### src/rtl/ysyx_040066_intr_ctrl.sv
// Machine-mode trap/interrupt controller: owns mstatus/mie/mip/mtvec/mepc/mcause,
// takes timer interrupts, ecall and mret at commit, and issues a registered redirect.
module ysyx_040066_intr_ctrl #(
   parameter logic [63:0] MTVEC_RST   = 64'h0000_0000_8000_0000,
   parameter logic [63:0] MSTATUS_RST = 64'h0000_0000_0000_1800
) (
   input  logic        i_clk,
   input  logic        i_rst,
   input  logic        i_timer_intr,
   input  logic        i_commit_valid,
   input  logic [63:0] i_commit_pc,
   input  logic        i_commit_ecall,
   input  logic        i_commit_mret,
   input  logic        i_csr_en,
   input  logic [1:0]  i_csr_op,
   input  logic [11:0] i_csr_addr,
   input  logic [63:0] i_csr_wdata,
   output logic [63:0] o_csr_rdata,
   output logic        o_csr_err,
   output logic        o_redirect_valid,
   output logic [63:0] o_redirect_pc,
   output logic        o_dbg_state
);

   typedef enum logic {ST_RUN = 1'b0, ST_REDIR = 1'b1} state_t;

   localparam logic [63:0] CAUSE_MTI   = 64'h8000_0000_0000_0007;
   localparam logic [63:0] CAUSE_ECALL = 64'd11;

   state_t      r_state, w_next_state;
   logic        r_mstatus_mie, r_mstatus_mpie, r_mie_mtie, r_mtip;
   logic [63:0] r_mtvec, r_mepc, r_mcause;

   logic        w_accept, w_pending, w_take_int, w_take_ecall, w_take_mret, w_do_csr;
   logic        w_csr_hit, w_csr_wr;
   logic [63:0] w_csr_old, w_csr_new, w_mstatus_rd, w_base, w_int_tgt;

   assign o_dbg_state = r_state;

   always_ff @(posedge i_clk) begin
      if (i_rst) r_state <= ST_RUN;
      else       r_state <= w_next_state;
   end

   always_comb begin
      w_next_state = ST_RUN;
      if (r_state == ST_RUN && (w_take_int || w_take_ecall || w_take_mret))
         w_next_state = ST_REDIR;
   end

   // Commit decode; the REDIR cycle ignores commit because that instruction was flushed.
   always_comb begin
      w_accept     = (r_state == ST_RUN) && i_commit_valid;
      w_pending    = r_mtip && r_mie_mtie && r_mstatus_mie;
      w_take_int   = w_accept && w_pending;
      w_take_ecall = w_accept && !w_pending && i_commit_ecall;
      w_take_mret  = w_accept && !w_pending && !i_commit_ecall && i_commit_mret;
      w_do_csr     = w_accept && !w_pending && !i_commit_ecall && !i_commit_mret && i_csr_en;
   end

   // MPP is hardwired to machine mode, so only MIE/MPIE carry state.
   assign w_mstatus_rd = {51'd0, 2'b11, 3'd0, r_mstatus_mpie, 3'd0, r_mstatus_mie, 3'd0};
   assign w_base       = {r_mtvec[63:2], 2'b00};
   assign w_int_tgt    = (r_mtvec[1:0] == 2'b01) ? (w_base + 64'd28) : w_base;

   always_comb begin
      w_csr_hit = 1'b1;
      w_csr_old = 64'd0;
      case (i_csr_addr)
         12'h300: w_csr_old = w_mstatus_rd;
         12'h304: w_csr_old = {56'd0, r_mie_mtie, 7'd0};
         12'h305: w_csr_old = r_mtvec;
         12'h341: w_csr_old = r_mepc;
         12'h342: w_csr_old = r_mcause;
         12'h344: w_csr_old = {56'd0, r_mtip, 7'd0};
         default: w_csr_hit = 1'b0;
      endcase
   end

   always_comb begin
      w_csr_new = w_csr_old;
      case (i_csr_op)
         2'b01:   w_csr_new = i_csr_wdata;
         2'b10:   w_csr_new = w_csr_old | i_csr_wdata;
         2'b11:   w_csr_new = w_csr_old & ~i_csr_wdata;
         default: w_csr_new = w_csr_old;
      endcase
      w_csr_wr = w_do_csr && w_csr_hit &&
                 ((i_csr_op == 2'b01) || (i_csr_op[1] && (i_csr_wdata != 64'd0)));
   end

   always_ff @(posedge i_clk) begin
      if (i_rst) begin
         r_mstatus_mie    <= MSTATUS_RST[3];
         r_mstatus_mpie   <= MSTATUS_RST[7];
         r_mie_mtie       <= 1'b0;
         r_mtip           <= 1'b0;
         r_mtvec          <= MTVEC_RST;
         r_mepc           <= 64'd0;
         r_mcause         <= 64'd0;
         o_csr_rdata      <= 64'd0;
         o_csr_err        <= 1'b0;
         o_redirect_valid <= 1'b0;
         o_redirect_pc    <= 64'd0;
      end else begin
         r_mtip           <= i_timer_intr;
         o_csr_err        <= 1'b0;
         o_redirect_valid <= 1'b0;
         if (w_take_int || w_take_ecall) begin
            r_mepc           <= {i_commit_pc[63:2], 2'b00};
            r_mcause         <= w_take_int ? CAUSE_MTI : CAUSE_ECALL;
            r_mstatus_mpie   <= r_mstatus_mie;
            r_mstatus_mie    <= 1'b0;
            o_redirect_valid <= 1'b1;
            o_redirect_pc    <= w_take_int ? w_int_tgt : w_base;
         end else if (w_take_mret) begin
            r_mstatus_mie    <= r_mstatus_mpie;
            r_mstatus_mpie   <= 1'b1;
            o_redirect_valid <= 1'b1;
            o_redirect_pc    <= r_mepc;
         end else if (w_do_csr) begin
            o_csr_rdata <= w_csr_old;
            o_csr_err   <= !w_csr_hit;
            if (w_csr_wr) begin
               case (i_csr_addr)
                  12'h300: begin
                     r_mstatus_mie  <= w_csr_new[3];
                     r_mstatus_mpie <= w_csr_new[7];
                  end
                  12'h304: r_mie_mtie <= w_csr_new[7];
                  12'h305: r_mtvec    <= w_csr_new;
                  12'h341: r_mepc     <= {w_csr_new[63:2], 2'b00};
                  12'h342: r_mcause   <= w_csr_new;
                  default: ;
               endcase
            end
         end
      end
   end

endmodule
### config.mk
export PLATFORM = sky130hd
export DESIGN_NAME = ysyx_040066_intr_ctrl
export DESIGN_NICKNAME = d
export VERILOG_FILES = /design/src/rtl/ysyx_040066_intr_ctrl.sv
export SDC_FILE = /design/constraint.sdc
export NUM_CORES = 1
export LEC_CHECK = 0
export ABC_CLOCK_PERIOD_IN_PS = 7720
export CAP_MARGIN = 20
export CORE_MARGIN = 2
export CORE_UTILIZATION = 45
export DETAILED_ROUTE_END_ITERATION = 16
export PLACE_DENSITY = 0.73
export SYNTH_ARGS = -nofsm -noshare
export SYNTH_HDL_FRONTEND = slang
export SYNTH_SLANG_ARGS = --single-unit
### constraint.sdc
create_clock -name i_clk -period 7.72 [get_ports i_clk]
set_clock_uncertainty 0.15 [all_clocks]
set_input_delay 1.93 -clock i_clk [delete_from_list [all_inputs] [get_ports i_clk]]
set_output_delay 1.93 -clock i_clk [all_outputs]
set_load 0.05 [all_outputs]
==> out/results.ini <==
[run_status]
status = finished clean

[logic_synthesis]
syn-mean-instance-area_um2 = 8.092
netlist_top_cells_count = nand2_1 (432), dfxtp_1 (323), a21oi_1 (173)
yosysWarnings = 0
ys_ff_latch = 323
syn_area_um2 = 17530
synth_compound_area_frac = 0.2598
yosysUniqueCellTypes = 69
synth_top_cell_by_area = dfxtp_1
synth.area.top_cells = dfxtp_1 (37%), nand2_1 (9.3%), a21oi_1 (4.9%), a211oi_1 (4.0%), xnor2_1 (3.5%)
ys_seq_area_frac = 0.3689
async_reset_ff_frac = 0
synth.most_common_cell = nand2_1
synth-simple-area-share = 0.2191
synthAdderAreaFrac = 0.0007139
synthXorXnorAreaFrac = 0.06047
synthFlopType = dfxtp_1
synth_top_area_frac = 0.3689
synth.mux.area_fraction = 0.03605
synth_top_family_by_area = compound AO/OA/AOI/OAI gates
syn_inst = 2166
synth_edf_count = 0

[critical_path]
r2r-start = o_dbg_state
crit_family = buffers and inverters
cp_slowest_stage_delay_ns = 0.79
critPathLaunch = i_csr_addr[0]
crit_arrival_ns = 5.75
start_kind = primary input
critPathSlowestCell = clkdlybuf4s50_1
crit_fanout = 37
worst_setup_path_end_kind = register
crit_type = in2reg
crit_buf_inv = 3
required_ns = 8.05
crit_chain = clkdlybuf4s50_1 -> nor4b_1 -> nand3_2 -> buf_4 -> nor3_2 -> buf_4 -> a31o_2
path_common_cell = buf_4

[finish]
fin_util = 0.5615
area_growth_pct = 23.52
fin_nets = 2463
drive_above_1_share = 0.09316

[power_and_ir_drop]
peakVddDrop_mv = 0.1287
power_mw = 4.140
powerDensity_nw_per_um2 = 191.2
cellLeakagePower_nw = 7.344

[timing]
fin_tns_setup_ns = 0
fmax_mhz = 184.5
timing.slew.headroom = 0.2470
tightest_slew_ns = 1.113
rsz0062_at_grt = no
finalSetupViolCount = 0
hold_violations = 0
finalCritPeriodShare = 0.7022
drv_slew = 0
min_period_ns = 5.421

[routing]
avgRoutedWirePerCell_um = 24.70
drtAntennaViolNets = 0
drt_iter0_markers = 2377
drc = 0
routed_wl_um = 70610
via_per_inst = 6.496
dr.pass1.iters = 6
dr_total_vias = 18573

[clock_network]
h-tree-depth = 2
numCtsBuffers = 38
ctsHoldBuffers = 0
cts.repair.resized = 0
clock_path_buffers = 3
clock_sinks = 323
cts_tree = built
clk_pin_slew_ns = 0.06
ctsRootBufferMaster = clkbuf_16
clock_latency_ns = 0.55
postCtsSetupRepairBufs = 0

[global_routing]
grt_remaining_overflow = 0
antenna_found_initial = 3
track_usage = 0.3343
grt_pass1_vias = 17753
grt_max_degree = 124
grt_pass1_wl_um = 106100

[placed_design]
place_congestion = 0.8950
hpwl_um = 43690
portBuffers = 275

[floorplanning]
fp.dieArea_um2 = 40540
die_y_um = 201.4
rows = 72
core-area_um2 = 38560
io_pins = 280
initial_core_util = 0.4546
chipWidth_um = 201.4

[job]
cap_violations = 0

[worst_hold_path]
hold_class = reg2reg
min_from = r_mcause[55]

[kinds of logic (layout without fill, tap and decap cells)]
group / after synthesis / after routing
and+or+nand+nor: 849 / 849
AOI/OAI and AO/OA: 592 / 592
DFF: 323 / 323
buffers and inverters: 216 / 389
xor gates and xnor gates: 121 / 121
muxes: 63 / 63
adders and majority gates: 1 / 1
other: 1 / 3
[placed cells by master (no fill, tap or decap), drive strengths merged, types with 31 or more instances in the layout]
cell           instances
a21oi                173
buf                   40
a211oi                93
o311a                 55
a22oi                 52
xor2                  50
a32oi                 37
a31o                  60
nand4                 31
nand2                432
clkdlybuf4s50        272
nand3                 86
mux2i                 62
xnor2                 71
nor4                  39
dfxtp                323
nor2                 163
a22o                  59
clkbuf                56
[worst min-delay path: cells and delay by family, from the launching register on]
family	cells	cell delay, ns
flip-flops	1	0.31
AND/OR/NAND/NOR	1	0.05
AO/OA/AOI/OAI	1	0.05
[where the power goes]
part           internal (mW)  switching, mW  total (mW)
combinational          0.221          0.395       0.616
clock                   1.02          0.739        1.76
sequential              1.72         0.0413        1.76
total                   2.96           1.18        4.14
[through the flow]
stage	instances	hold WS, ns	instance area (µm²)	worst slack, ns
finish	2859	0.3009	21650	2.299
global route	2859	0.3222	21650	2.144
CTS	2856	0.3011	21600	2.344
detailed placement	2789	0.2936	20400	1.828
global placement	2789	0.2884	20400	1.909
floorplan	2167	0.2819	17530	3.617
[layout make-up]
class	count	area (µm²)
inverter	10	40.04
antenna	1	2.502
timing repair buffer	312	3065
tap	518	648.1
fill	3573	16910
clock inverter	11	57.56
sequential	323	6466
clock buffer	56	1142
multi-input combinational	1628	10230
[flip-flops by register name (all words and copies together) (netlist names)]
signal and cells:
o_csr_err 1, o_csr_rdata 64, o_dbg_state 1, o_redirect_pc 62
o_redirect_valid 1, r_mcause 64, r_mepc 62, r_mie_mtie 1
r_mstatus_mie 1, r_mstatus_mpie 1, r_mtip 1, r_mtvec 64
[final timing paths]
kind	endpoint	slack, ns	depth (start not counted)
setup / recovery	r_mtvec[15]	2.30	7
hold / removal	r_mcause[55]	0.30	2
setup reg to reg	o_redirect_pc[38]	4.11	7
hold reg to reg	r_mcause[55]	0.30	2
[metal layers]
layer,global-route usage,part of all wire,up-vias
met5,0,0.00035,-
met4,0.1794,0.055,4
met3,0.07467,0.12,255
met2,0.5075,0.43,1325
met1,0.4423,0.40,8810
li1,-,-,8179
(Power assumes the default switching activity.)
